$ cat src/rtl/bip_pkg.sv
// BIP-I control types and encodings.
// Shared by the decoder and the control unit.
package bip_pkg;

  localparam logic [4:0] OPC_HLT  = 5'b00000;
  localparam logic [4:0] OPC_STO  = 5'b00001;
  localparam logic [4:0] OPC_LD   = 5'b00010;
  localparam logic [4:0] OPC_LDI  = 5'b00011;
  localparam logic [4:0] OPC_ADD  = 5'b00100;
  localparam logic [4:0] OPC_ADDI = 5'b00101;
  localparam logic [4:0] OPC_SUB  = 5'b00110;
  localparam logic [4:0] OPC_SUBI = 5'b00111;

  localparam logic [1:0] SELA_DM   = 2'd0;
  localparam logic [1:0] SELA_OPER = 2'd1;
  localparam logic [1:0] SELA_ALU  = 2'd2;

  localparam logic SELB_DM   = 1'b0;
  localparam logic SELB_OPER = 1'b1;

  localparam logic OP_ADD = 1'b1;
  localparam logic OP_SUB = 1'b0;

  typedef enum logic [1:0] {
    ST_IDLE = 2'd0,
    ST_RUN  = 2'd1,
    ST_HALT = 2'd2
  } state_t;

  typedef struct packed {
    logic [1:0] sel_a;
    logic       sel_b;
    logic       op;
    logic       wr_acc;
    logic       wr_ram;
    logic       rd_ram;
    logic       is_halt;
  } ctrl_t;

endpackage

$ cat src/rtl/bip_instr_decoder.sv
// Combinational BIP-I opcode decoder.
// Ports: opc (5-bit opcode) -> ctrl (selects, op, enables, is_halt).
module bip_instr_decoder
  import bip_pkg::*;
(
  input  logic [4:0] opc,
  output ctrl_t      ctrl
);

  always_comb begin
    ctrl = '0;
    unique case (1'b1)
      (opc == OPC_HLT): begin
        ctrl.is_halt = 1'b1;
      end
      (opc == OPC_STO): begin
        ctrl.wr_ram = 1'b1;
      end
      (opc == OPC_LD): begin
        ctrl.sel_a  = SELA_DM;
        ctrl.wr_acc = 1'b1;
        ctrl.rd_ram = 1'b1;
      end
      (opc == OPC_LDI): begin
        ctrl.sel_a  = SELA_OPER;
        ctrl.wr_acc = 1'b1;
      end
      (opc == OPC_ADD): begin
        ctrl.sel_a  = SELA_ALU;
        ctrl.sel_b  = SELB_DM;
        ctrl.op     = OP_ADD;
        ctrl.wr_acc = 1'b1;
        ctrl.rd_ram = 1'b1;
      end
      (opc == OPC_ADDI): begin
        ctrl.sel_a  = SELA_ALU;
        ctrl.sel_b  = SELB_OPER;
        ctrl.op     = OP_ADD;
        ctrl.wr_acc = 1'b1;
      end
      (opc == OPC_SUB): begin
        ctrl.sel_a  = SELA_ALU;
        ctrl.sel_b  = SELB_DM;
        ctrl.op     = OP_SUB;
        ctrl.wr_acc = 1'b1;
        ctrl.rd_ram = 1'b1;
      end
      (opc == OPC_SUBI): begin
        ctrl.sel_a  = SELA_ALU;
        ctrl.sel_b  = SELB_OPER;
        ctrl.op     = OP_SUB;
        ctrl.wr_acc = 1'b1;
      end
      default: begin
        // Unassigned opcodes are NOPs.
        ctrl = '0;
      end
    endcase
  end

endmodule

$ cat src/rtl/bip_control_unit.sv
// BIP-I control unit: PC, decode, run/halt/step FSM, cycle count.
// Ports: i_clk, i_rst (async low), i_start, i_step_mode, i_step,
// i_instr in; PM address, operand, datapath controls, status out.
module bip_control_unit
  import bip_pkg::*;
#(
  parameter int PC_W  = 11,
  parameter int OPC_W = 5,
  parameter int CNT_W = 32
) (
  input  logic                  i_clk,
  input  logic                  i_rst,
  input  logic                  i_start,
  input  logic                  i_step_mode,
  input  logic                  i_step,
  input  logic [OPC_W+PC_W-1:0] i_instr,
  output logic [PC_W-1:0]       o_addr_pm,
  output logic [PC_W-1:0]       o_operand,
  output logic [1:0]            o_selA,
  output logic                  o_selB,
  output logic                  o_WrAcc,
  output logic                  o_Op,
  output logic                  o_WrRam,
  output logic                  o_RdRam,
  output logic                  o_halt,
  output logic                  o_running,
  output logic [CNT_W-1:0]      o_cycles
);

  ctrl_t            dec;
  state_t           state;
  logic [PC_W-1:0]  pc;
  logic [CNT_W-1:0] cycles;
  logic             halt_q;
  logic             run_q;
  logic             advance;

  bip_instr_decoder u_dec (
    .opc  (i_instr[OPC_W+PC_W-1:PC_W]),
    .ctrl (dec)
  );

  assign advance = (state == ST_RUN) &&
                   (!i_step_mode || i_step);

  always_ff @(posedge i_clk or negedge i_rst) begin
    if (!i_rst) begin
      state  <= ST_IDLE;
      pc     <= '0;
      cycles <= '0;
      halt_q <= 1'b0;
      run_q  <= 1'b0;
    end else begin
      unique case (state)
        ST_IDLE, ST_HALT: begin
          if (i_start) begin
            state  <= ST_RUN;
            pc     <= '0;
            cycles <= '0;
            halt_q <= 1'b0;
            run_q  <= 1'b1;
          end
        end
        ST_RUN: begin
          if (advance) begin
            if (cycles != '1)
              cycles <= cycles + CNT_W'(1);
            if (dec.is_halt) begin
              // PC keeps pointing at the HLT.
              state  <= ST_HALT;
              halt_q <= 1'b1;
              run_q  <= 1'b0;
            end else begin
              pc <= pc + PC_W'(1);
            end
          end
        end
        default: begin
          state  <= ST_IDLE;
          halt_q <= 1'b0;
          run_q  <= 1'b0;
        end
      endcase
    end
  end

  assign o_addr_pm = pc;
  assign o_operand = i_instr[PC_W-1:0];
  assign o_cycles  = cycles;
  assign o_halt    = halt_q;
  assign o_running = run_q;

  // Selects are held at zero while reset is asserted.
  assign o_selA = i_rst ? dec.sel_a : '0;
  assign o_selB = i_rst ? dec.sel_b : 1'b0;
  assign o_Op   = i_rst ? dec.op    : 1'b0;

  assign o_WrAcc = dec.wr_acc & advance;
  assign o_WrRam = dec.wr_ram & advance;
  assign o_RdRam = dec.rd_ram & advance;

endmodule

$ cat config.mk
export PLATFORM = sky130hd
export DESIGN_NAME = bip_control_unit
export DESIGN_NICKNAME = d
export VERILOG_FILES = /design/src/rtl/bip_pkg.sv /design/src/rtl/bip_instr_decoder.sv /design/src/rtl/bip_control_unit.sv
export SDC_FILE = /design/constraint.sdc
export NUM_CORES = 1
export LEC_CHECK = 0
export ABC_AREA = 1
export CORE_MARGIN = 2
export CORE_UTILIZATION = 25
export DETAILED_ROUTE_END_ITERATION = 16
export PLACE_DENSITY = 0.58
export SLEW_MARGIN = 20
export SYNTH_ARGS = -nofsm -noshare
export SYNTH_HDL_FRONTEND = slang
export SYNTH_SLANG_ARGS = --single-unit
$ cat constraint.sdc
create_clock -name i_clk -period 2.8 [get_ports i_clk]
set_clock_uncertainty 0.2 [all_clocks]
set_input_delay 0.56 -clock i_clk [delete_from_list [all_inputs] [get_ports i_clk]]
set_output_delay 0.56 -clock i_clk [all_outputs]
set_load 0.01 [all_outputs]
Yosys cells after proc, flatten, opt, wreduce, memory -nomap -nowiden. Index checks and enable logic that the tools add are counted.

Register bits: 47. Input port bits: 21. Output and inout bits: 63. Logic and storage cells: 67.

Add/sub/neg operators: 2. Equal/unequal tests: 15. Muxes and demuxes: 29. Bitwise gates (word level): 3. Reduce and logical (&&, ||, !) cells: 13.

Operators with widths (number): $mux 32 (3); $pmux 32 s2 (1); $mux 11 (3); $add 32x1->32 const B (1); $ne 32x32->1 const B (1); $pmux 11 s2 (1); $eq 5x3->1 const B (4); $mux 1 (12); $add 11x1->11 const B (1); $eq 5x2->1 const B (2); $mux 2 (4); $ne 2x2->1 const B (4); $pmux 2 s2 (2); $reduce_and 4->1 (2); $pmux 2 s3 (1); $reduce_or 6->1 (1); $eq 5x1->1 const B (1); $logic_not 5->1 (1); $pmux 1 s2 (2); $reduce_or 4->1 (1); $and 1x1->1 (3); $reduce_and 3->1 (1); $reduce_or 3->1 (1); $eq 2x1->1 const B (1); other kinds (8) (8).

Depth between registers and ports, before layout. Gate-level depths: netlist (run 1).

Depth in word-level cells: 5. Gate-level depth with buffers: 11.

By module. A second synthesis (run 1) with hierarchy kept.

Cells, all modules: 474. Area total of the unflattened synthesis: 3151.8 sq um.

Modules (own cells, without submodules): bip_control_unit (instances 1, cells each 455, area an instance 3078.0 sq um, sequential area each 1151.1 sq um); bip_instr_decoder (instances 1, cells each 19, area an instance 73.8 sq um, sequential area each 0.0 sq um).

Worst setup path after synthesis (run 1). OpenSTA, ideal clock, no wires.

Path type: flip-flop to flip-flop. From: register cycles[0], in the netlist o_cycles[0]. To: register cycles[5], in the netlist o_cycles[5]. Setup time: 0.074 ns. Data arrival time: 1.734 ns. Required time: 2.526 ns. Slack: 0.792 ns. Cell stages (with the launch flop): 12. Cells stage by stage: dfrtp_1 -> ha_1 -> nand2_2 -> nor2_4 -> nand2_4 -> nor2_8 -> nand3b_4 -> nand2_4 -> buf_12 -> buf_12 -> nand2_1 -> o21ai_2.

Longest elaborated chain between the ends: 4.

RTL lines: from (decl) (line bip_control_unit.sv:33) `logic [CNT_W-1:0] cycles;`; from (signal assigned) (line bip_control_unit.sv:67) `cycles <= cycles + CNT_W'(1);`; $add 32x1->32 (line bip_control_unit.sv:67); $mux 32 (line bip_control_unit.sv:66) `if (cycles != '1)`; $mux 32 (line bip_control_unit.sv:65) `if (advance) begin`; $pmux 32 s2 (line bip_control_unit.sv:54) `unique case (state)`.

Parallel ways exist; a longest one is shown, timed or not. The select of a mux whose other input is x is not followed. A chain may end at the register's enable or synchronous reset.

Final worst setup path (run 1).
From: input i_instr[13]. To: output o_Op.

Longest elaborated chain between the ends: 3.

RTL lines: from (decl) (line bip_control_unit.sv:16) `input logic [OPC_W+PC_W-1:0] i_instr,`; $eq 5x3->1 (on tied branches) (line bip_instr_decoder.sv:48, bip_instr_decoder.sv:28, bip_instr_decoder.sv:35); $pmux 2 s3 (*) (line bip_instr_decoder.sv:12) `unique case (1'b1)`; $mux 1 (*) (line bip_control_unit.sv:96) `assign o_Op = i_rst ? dec.op : 1'b0;`; to (decl) (line bip_control_unit.sv:22) `output logic o_Op,`.

Mark *: on every way between the ends. The rest lies on a longest branch, timed or not.

==> results of run 1 <==
what timing repair did:
action | in CTS | in global routing
endpoints found under the setup margin | 3 | 1
resized for setup | 3 | 1
pin swaps | 1 | 0
hold buffers | 0 | 0
area by class of cell:
type	instances	area share (%)
flip-flops and latches	46	28.02
multi-input cells	367	42.77
inverters	48	4.386
clock buffers	5	3.046
well taps	172	5.239
repair buffers	68	16.30
clock inverters	2	0.2437
cell usage after synthesis:
library cell,count
a21oi_1,4
buf_12,2
buf_2,2
buf_4,12
buf_8,1
dfrtp_1,46
ha_1,2
inv_1,45
inv_2,3
nand2_1,163
nand2_2,14
nand2_4,2
nand3_1,32
nand3b_4,1
nand4_1,8
nor2_1,66
nor2_2,1
nor2_4,1
nor2_8,2
nor3_1,9
nor4_1,3
o211ai_1,1
o21ai_0,26
o21ai_1,4
o21ai_2,11
o21bai_1,1
o31ai_1,1
o32ai_1,1
or2_2,4
xnor2_1,5
xor2_1,5
power by group through the flow:
stage	Clock, uW	Sequential, uW	Combinational, uW
2_1_floorplan	0	901	380
3_3_place_gp	0	876	688
3_5_place_dp	0	876	701
4_1_cts	594	867	702
5_1_grt	620	883	764
6_report	572	868	697
per-stage QoR:
step	total power, uW	hold WS (ns)
3_3_place_gp	1565	0.3090
2_1_floorplan	1281	0.06441
3_5_place_dp	1576	0.3046
4_1_cts	2163	0.2563
6_report	2138	0.2258
5_1_grt	2267	0.2901
cells by family (layout without fill, tap and decap cells):
family / count (synthesis) / count (layout) / synth area share (%)
and+or+nand+nor: 306 / 306 / 41.51
buffers and inverters: 65 / 123 / 10.34
AOI/OAI and AO/OA: 49 / 49 / 9.182
DFF: 46 / 46 / 35.49
xor gates and xnor gates: 10 / 10 / 2.700
adders and majority gates: 2 / 2 / 0.7715
layout by cell type (no fill, tap or decap), types with 9 or more instances in the layout:
| cell type | Yosys | routed |
|---|---|---|
| o21ai_0 | 26 | 26 |
| nand2_2 | 14 | 14 |
| inv_1 | 45 | 45 |
| o21ai_2 | 11 | 11 |
| nand3_1 | 32 | 32 |
| nor3_1 | 9 | 9 |
| clkdlybuf4s50_1 | 0 | 56 |
| dfrtp_1 | 46 | 46 |
| nand2_1 | 163 | 163 |
| nor2_1 | 66 | 66 |
critical path, delay by kind of cell:
family | cells | cell delay (ns)
AND/OR/NAND/NOR | 2 | 0.29
buffers and inverters | 2 | 1.09
layer usage:
layer | wire length, microns | global-route usage [%]
met2 | 4095 | 22.09
met1 | 4342 | 16.80
met3 | 485 | 2.955
met4 | 76 | 3.765
met5 | 0 | 0
registers in the layout, indices dropped and copies added (netlist names):
name	flops
o_cycles	32
o_addr_pm	11
state	2
o_running	1
worst paths after layout:
path                           endpoint  cells after the start   startpoint
max                                o_Op                      4  i_instr[13]
min                        o_addr_pm[1]                      2        i_rst
max reg2reg                o_cycles[25]                      9  o_cycles[1]
min reg2reg                   o_running                      2    o_running
max in group asynchronous  o_cycles[18]                      2        i_rst
min in group i_clk            o_running                      2    o_running
==> out/metrics.cfg, run 1 <==
[floorplanning]
io_pins = 84
die_w_microns = 117.9
initial_utilization_pct = 25.70
die_area_sq_mm = 0.01390
core_sq_mm = 0.01262
rows = 41
fp.dieH_microns = 117.9

[cts]
root_buffer = clkbuf_16
post_cts_buffers = 0
clockBufferDepth = 2
cts_sinks = 46
clk_pin_slew_ns = 0.07
cts_tree = yes
worstSkewPairLatency_ns = 0.28
cts_buffers = 5
htree_levels = 2

[logic_synthesis]
syn-num-nets = 501
netlist_instances = 478
synth_cell_types = 31
synth_area_sq_mm = 0.003243
yosys-top-cells-area = dfrtp_1 (35%), nand2_1 (19%), nor2_1 (7.6%)
ys_warn_count = 0
syn_area_per_cell_sq_um = 6.785
synth_seq_cells = 46
ys_seq_area_share_pct = 35.49
synth_top_area_share_pct = 35.49
yosysTopAreaCell = dfrtp_1

[cells_and_area]
num_antenna_cells = 0
fill_cells = 1382
multi_input_area_sq_mm = 0.001757
drive_above_1_share_pct = 10.07
syn2layout_area_growth_pct = 26.66
regArea_sq_mm = 0.001151
post-route-util_pct = 32.55
fin_cells = 708
nNetsFinal = 559
fin_area_sq_mm = 0.004108

[drt]
postRouteAntennaNets = 0
initialDrtViolationCount = 135
num_vias = 3136
avgRoutedWirePerCell_microns = 12.71
drc = 0
drt-pass1-iter-count = 4
via_per_inst = 4.429
wirelength_microns = 9000

[timing]
rsz0062_at_grt = false
relSlewSlack_pct = 58.61
fmax_mhz = 370.5
min_period_over_period_pct = 96.39
finalHoldViolCount = 0
tns_ns = 0
post-route-min-period_ns = 2.699
drv_slew = 0
setup_viol_count_final = 0
fin_ws_ns = 0.1011
tightest_slew_ns = 0.6209

[critical_path]
path_max_fanout = 3
worstSetupPathType = in -> out
crit_required_ns = 2.04
crit_path_start_kind = input pin
r2r_setup_slack_ns = 0.51
worst_ep_arrival_time_ns = 1.94
cp_slowest_cell = clkdlybuf4s50_1
crit_chain = clkdlybuf4s50_1 > nand2_1 > nor4_1 > clkdlybuf4s50_1
critPathMostFrequentCell = clkdlybuf4s50_1
end_kind = output pin
slowest_delay_ns = 0.59

[global_routing]
grt.overflow.total = 0
grt_usage_pct = 13.12
grt_max_degree = 47
grt_pass1_vias = 3196
antenna_found_initial = 0
grt_first_pass_wirelength_microns = 15170

[power]
p_sw_uw = 761.7
vdd_drop_max_v = 0.0004211
p_int_uw = 1376
clkPwrFrac_pct = 26.8
combPwrFrac_pct = 32.6
cellPowerDensity_mw_per_mm2 = 520.4
pwr-share-seq_pct = 40.6
leakagePower_uw = 0.001749
switching_share_pct = 35.63

[placed_design]
gp_congestion = 0.8626
pre_cts_ws_ns = -0.1421
numPortBuffers = 61
hpwlAfterDp_microns = 6883
numPlacedInstances = 701
placed_cell_area_sq_mm = 0.003974

[outcome]
run_status = complete, no violations

[hold_path]
worstHoldPathType = in -> async

[run]
maxCapViolCount = 0

Note: power is estimated with default switching activity, not from simulation.
==> run 2: changes to the inputs <==
Settings changed: ABC_AREA 1 to not set, PLACE_DENSITY 0.58 to 0.59.
==> out/metrics.cfg, run 2 <==
[drt]
drc = 0  ; unchanged
num_vias = 2799  ; was 3136
via_per_inst = 5.155  ; was 4.429
wirelength_microns = 8229  ; was 9000 microns
postRouteAntennaNets = 0  ; unchanged
initialDrtViolationCount = 179  ; was 135
drt-pass1-iter-count = 5  ; was 4
avgRoutedWirePerCell_microns = 15.15  ; was 12.71 microns

[logic_synthesis]
yosys-top-cells-area = dfrtp_1 (42%), o21ai_0 (5.8%), o31ai_1 (4.6%)  ; was dfrtp_1 (35%), nand2_1 (19%), nor2_1 (7.6%)
synthTopCellsByCount = dfrtp_1 (46), o21ai_0 (32), nand3_1 (25)  ; was nand2_1 (163), nor2_1 (66), dfrtp_1 (46)
yosysTopAreaCell = dfrtp_1  ; unchanged
synth_ff_type = dfrtp_1  ; unchanged
postSynth.asyncResetShare_pct = 100.0  ; unchanged
syn-num-nets = 340  ; was 501
synth_top_area_share_pct = 41.61  ; was 35.49%
synth_seq_cells = 46  ; unchanged
syn_area_per_cell_sq_um = 8.727  ; was 6.785 sq um
ys_warn_count = 0  ; unchanged
synth_area_sq_mm = 0.002766  ; was 0.003243 sq mm
synth_edf_count = 0  ; unchanged
netlist_instances = 317  ; was 478
ys_seq_area_share_pct = 41.61  ; was 35.49%
yosysMostFrequentCell = dfrtp_1  ; was nand2_1
synth_cell_types = 43  ; was 31

[timing]
fmax_mhz = 369.6  ; was 370.5 MHz
rsz0062_at_grt = false  ; unchanged
finalHoldViolCount = 0  ; unchanged
drv_slew = 0  ; unchanged
timing.hold.ws_ns = 0.1630  ; was 0.2258 ns
post-route-min-period_ns = 2.705  ; was 2.699 ns
relSlewSlack_pct = 53.17  ; was 58.61%
tightest_slew_ns = 0.7025  ; was 0.6209 ns
min_period_over_period_pct = 96.62  ; was 96.39%
setup_viol_count_final = 0  ; unchanged

[cells_and_area]
fill_cells = 1135  ; was 1382
num_antenna_cells = 0  ; unchanged
mostFrequentLayoutCells = clkdlybuf4s50_1 (54), dfrtp_1 (46), buf_4 (42)  ; was nand2_1 (163), nor2_1 (66), clkdlybuf4s50_1 (56)
nNetsFinal = 426  ; was 559
largest_reg_flops = 32  ; unchanged
fin_cells = 543  ; was 708
syn2layout_area_growth_pct = 39.76  ; was 26.66%
layout_commonest_cell = clkdlybuf4s50_1  ; was nand2_1
drive_above_1_share_pct = 14.64  ; was 10.07%

[power]
cellPowerDensity_mw_per_mm2 = 631.5  ; was 520.4 mW/mm^2
leakagePower_uw = 0.001518  ; was 0.001749 uW
vdd_drop_max_v = 0.0002923  ; was 0.0004211 V

[global_routing]
antenna_found_initial = 0  ; unchanged
grt_first_pass_wirelength_microns = 13720  ; was 15170 microns
grt.overflow.total = 0  ; unchanged
grt_pass1_vias = 2695  ; was 3196
grt_usage_pct = 14.45  ; was 13.12%
grt_max_degree = 47  ; unchanged

[cts]
cts_sinks = 46  ; unchanged
cts_hold_buf = 0  ; unchanged
htree_levels = 2  ; unchanged
cts_tree = yes  ; unchanged
root_buffer = clkbuf_8  ; was clkbuf_16
worstSkewPairLatency_ns = 0.30  ; was 0.28 ns
clk_pin_slew_ns = 0.08  ; was 0.07 ns
clockBufferDepth = 2  ; unchanged
cts_buffers = 5  ; unchanged

[placed_design]
numPlacedInstances = 536  ; was 701
numPortBuffers = 61  ; unchanged
gp_congestion = 0.8180  ; was 0.8626
hpwlAfterDp_microns = 5989  ; was 6883 microns

[critical_path]
r2r_start = o_cycles[1]  ; unchanged
worstSetupPathType = in -> out  ; unchanged
r2r-end = o_cycles[26]  ; was o_cycles[25]
r2r_setup_slack_ns = 0.34  ; was 0.51 ns
ff2ff_path_depth = 8  ; was 9
crit_required_ns = 2.04  ; about the same
worst_ep_arrival_time_ns = 1.95  ; was 1.94 ns
end_kind = output pin  ; unchanged
crit_path_start_kind = input pin  ; unchanged
path_max_fanout = 4  ; was 3

[floorplanning]
initial_utilization_pct = 25.52  ; was 25.70%
core_sq_mm = 0.01084  ; was 0.01262 sq mm
fp.dieH_microns = 109.2  ; was 117.9 microns
die_w_microns = 109.2  ; was 117.9 microns
die_area_sq_mm = 0.01192  ; was 0.01390 sq mm
rows = 38  ; was 41
io_pins = 84  ; unchanged

[run]
maxCapViolCount = 0  ; unchanged

[outcome]
run_status = complete, no violations  ; unchanged

[hold_path]
worstHoldPathType = in -> async  ; unchanged

[run 2: changes by cell type in the layout (fill, tap and decap cells not counted), sizes merged, moves of 6 or more]
cell | before | now
o21ai | 41 | 35
nor2b | 0 | 6
nor2 | 70 | 23
nand2b | 0 | 7
nor3 | 9 | 15
buf | 8 | 45
and3 | 0 | 6
a31oi | 0 | 7
nand3 | 32 | 25
inv | 48 | 6
or3 | 0 | 8
a21oi | 4 | 10
nand2 | 179 | 22
o31ai | 1 | 17
[run 2: metal layers]
layer  global-route usage [%]  up-vias  part of all wire (%)
met5                        0        -                     0
met4                    4.882        0                   1.8
met3                    2.869       15                   5.1
met2                    23.47       62                    48
met1                    19.21     1366                    45
li1                         -     1356                     -
[run 2: critical path: stages]
cell and delay, ns:
clkdlybuf4s50_1 0.49, buf_4 0.13, and2_1 0.14, buf_4 0.11
clkdlybuf4s50_1 0.52
[run 2: repair_timing]
| action | 4_1_cts | 5_1_grt |
|---|---|---|
| pin swaps | 2 | 1 |
| setup buffers | 0 | 0 |
| setup endpoints to repair | 7 | 1 |
| resized for setup | 8 | 1 |
[run 2: through the flow]
stage,util [%],total power [uW],instance area [sq um],worst slack (ns),setup TNS (ns)
2_1_floorplan,-,1470,2766,0.3190,0
3_3_place_gp,34.43,1918,3732,-0.1301,-0.3102
3_5_place_dp,34.43,1932,3732,-0.2012,-0.7611
4_1_cts,35.50,2453,3849,0.08970,0
5_1_grt,35.66,2614,3866,0.01203,0
6_report,35.66,2442,3866,0.09455,0
[run 2: how the worst max path moves through the flow]
stage           startpoint   endpoint  slack (ns)  cells past startpoint
2_1_floorplan     state[1]    o_RdRam        0.32                      5
3_3_place_gp        i_step    o_RdRam       -0.13                      6
3_5_place_dp   i_instr[14]       o_Op       -0.20                      5
4_1_cts             i_step    o_RdRam        0.09                      6
5_1_grt             i_step    o_RdRam        0.01                      6
6_report       i_instr[13]  o_selA[1]        0.09                      5
[run 2: area by class of cell]
type                       instances  area, sq um  area share, %
clock inverter                     1        30.03         0.7767
timing repair buffer             105        953.4          24.66
inverter                           6        22.52         0.5825
sequential                        46         1151          29.77
clock buffer                       6        82.58          2.136
tap                              140        175.2          4.531
multi-input combinational        239         1451          37.54
[run 2: cells by family (layout without fill, tap and decap cells)]
| group | after synthesis | in the layout | synth area share (%) |
|---|---|---|---|
| buf+inv | 32 | 118 | 7.146 |
| simple gates | 142 | 142 | 27.95 |
| mux | 1 | 1 | 0.4070 |
| fa+ha+maj | 2 | 2 | 0.9044 |
| xor+xnor | 7 | 7 | 2.216 |
| flops | 46 | 46 | 41.61 |
| compound gates | 87 | 87 | 19.76 |
[run 2: where the power goes]
group	total (uW)	leakage, uW	internal (uW)	switching (uW)
registers	880	0.000616	763	117
logic	1040	0.000844	475	569
clock network	517	0.0000573	286	231
total	2440	0.00152	1520	918
==> run 3: changes to the inputs <==
Settings changed: RECOVER_POWER set to 100.
==> out/metrics.cfg, run 3 (same netlist as run 2, synthesis figures left out) <==
[timing]
fmax_mhz = 366.6  ; was 369.6 MHz
rsz0062_at_grt = false  ; unchanged
finalHoldViolCount = 0  ; unchanged
tns_ns = 0  ; unchanged
timing.hold.ws_ns = 0.3326  ; was 0.1630 ns
post-route-min-period_ns = 2.728  ; was 2.705 ns
min_period_over_period_pct = 97.43  ; was 96.62%
drv_slew = 0  ; unchanged
relSlewSlack_pct = 21.52  ; was 53.17%
tightest_slew_ns = 1.177  ; was 0.7025 ns
setup_viol_count_final = 0  ; unchanged

[global_routing]
antenna_found_initial = 0  ; unchanged
grt_first_pass_wirelength_microns = 13720  ; unchanged
grt.overflow.total = 0  ; unchanged
grt_pass1_vias = 2695  ; unchanged
grt_usage_pct = 14.45  ; unchanged
grt_max_degree = 47  ; unchanged

[drt]
via_per_inst = 5.112  ; was 5.155
postRouteAntennaNets = 0  ; unchanged
initialDrtViolationCount = 192  ; was 179
avgRoutedWirePerCell_microns = 15.01  ; was 15.15 microns
drt-pass1-iter-count = 4  ; was 5
drc = 0  ; unchanged
wirelength_microns = 8150  ; was 8229 microns
num_vias = 2776  ; was 2799

[outcome]
run_status = complete, no violations  ; unchanged

[power]
cellPowerDensity_mw_per_mm2 = 621.0  ; was 631.5 mW/mm^2
switching_share_pct = 38.07  ; was 37.59%
vdd_drop_max_v = 0.0002893  ; was 0.0002923 V
pwr-share-seq_pct = 36.7  ; was 36.1%
p_int_uw = 1478  ; was 1524 uW
clkPwrFrac_pct = 21.7  ; was 21.2%
leakagePower_uw = 0.001615  ; was 0.001518 uW
combPwrFrac_pct = 41.6  ; was 42.8%
p_sw_uw = 908.5  ; was 917.9 uW

[hold_path]
worstHoldPathType = reg -> reg  ; was in -> async
hold_depth = 1

[cts]
post_cts_buffers = 0  ; unchanged
htree_levels = 2  ; unchanged
root_buffer = clkbuf_8  ; unchanged
cts_tree = yes  ; unchanged
cts_hold_buf = 0  ; unchanged
worstSkewPairLatency_ns = 0.30  ; about the same
cts_sinks = 46  ; unchanged
clockBufferDepth = 2  ; unchanged
cts_buffers = 5  ; unchanged
clk_pin_slew_ns = 0.09  ; was 0.08 ns

[floorplanning]
die_area_sq_mm = 0.01192  ; unchanged
die_w_microns = 109.2  ; unchanged
initial_utilization_pct = 25.52  ; unchanged
rows = 38  ; unchanged
fp.dieH_microns = 109.2  ; unchanged
io_pins = 84  ; unchanged
core_sq_mm = 0.01084  ; unchanged

[critical_path]
crit_path_start_kind = input pin  ; unchanged
path_max_fanout = 4  ; unchanged
r2r_start = o_cycles[1]  ; unchanged
worstSetupPathType = in -> out  ; unchanged
crit_required_ns = 2.04  ; about the same
endpoint = o_selA[1]  ; unchanged
ff2ff_path_depth = 8  ; unchanged
critPathLaunch = i_instr[13]  ; unchanged
end_kind = output pin  ; unchanged
r2r-end = o_cycles[26]  ; unchanged
worst_ep_arrival_time_ns = 1.97  ; was 1.95 ns
r2r_setup_slack_ns = 0.24  ; was 0.34 ns

[placed_design]
hpwlAfterDp_microns = 5989  ; unchanged
numPlacedInstances = 536  ; unchanged
gp_congestion = 0.8180  ; unchanged
numPortBuffers = 61  ; unchanged

[cells_and_area]
largest_reg_flops = 32  ; unchanged
syn2layout_area_growth_pct = 38.90  ; was 39.76%
nNetsFinal = 426  ; unchanged
fin_cells = 543  ; unchanged
num_antenna_cells = 0  ; unchanged
post-route-util_pct = 35.45  ; was 35.66%
drive_above_1_share_pct = 13.65  ; was 14.64%
mostFrequentLayoutCells = dfrtp_1 (46), dlygate4sd3_1 (46), buf_4 (37)  ; was clkdlybuf4s50_1 (54), dfrtp_1 (46), buf_4 (42)

[run]
maxCapViolCount = 0  ; unchanged

==> run 3: cell types whose count changed in the layout (fill, tap and decap cells not counted), moves of 2 or more <==
cell,delta
o21ai_0,+2
clkbuf_1,+4
clkdlybuf4s50_1,-46
dlygate4sd3_1,+46
o311ai_1,-3
o21ai_1,-2
buf_4,-5
o311ai_0,+3
==> run 3: metrics by stage <==
step	setup slack, ns	instance area, sq um	power, uW
finish	0.07198	3842	2386
global route	0.01203	3842	2561
CTS	0.08970	3849	2453
detailed placement	-0.2012	3732	1932
global placement	-0.1301	3732	1918
floorplan	0.3190	2766	1470
==> run 3: final cells by class <==
cell class | count | area, sq um
fillers | 1138 | 6998
multi-input cells | 239 | 1443
flip-flops and latches | 46 | 1151
repair buffers | 105 | 938.4
well taps | 140 | 175.2
clock buffers | 6 | 82.58
clock inverters | 1 | 30.03
inverters | 6 | 22.52
==> run 3: critical path, stage by stage <==
cell and delay (ns):
clkdlybuf4s50_1 0.49, buf_4 0.13, and2_0 0.15, buf_4 0.12, clkdlybuf4s50_1 0.52
==> run 3: layer usage <==
metal	GRT usage (%)	routed length, microns
met4	4.882	128
met2	23.47	3984
met5	0	0
met1	19.21	3648
met3	2.869	388
==> run 3: worst min-delay path by stage <==
stage                     slack, ns           end    startpoint
after global placement         0.33     o_running     o_running
after floorplan                0.06  o_addr_pm[0]         i_rst
after global routing           0.39  o_cycles[20]  o_cycles[20]
after CTS                      0.20  o_cycles[13]         i_rst
final                          0.33  o_cycles[20]  o_cycles[20]
after detailed placement       0.33  o_cycles[20]  o_cycles[20]
==> run 3: power by group through the flow <==
stage / clock, uW / sequential (uW) / combinational (uW)
2_1_floorplan: 0 / 925 / 544
3_3_place_gp: 0 / 884 / 1030
3_5_place_dp: 0 / 890 / 1040
4_1_cts: 529 / 879 / 1050
5_1_grt: 557 / 898 / 1110
6_report: 518 / 877 / 992
==> run 3: what timing repair did <==
action	CTS	global route
setup endpoints to repair	7	1
pin swaps	2	1
resized for setup	8	1
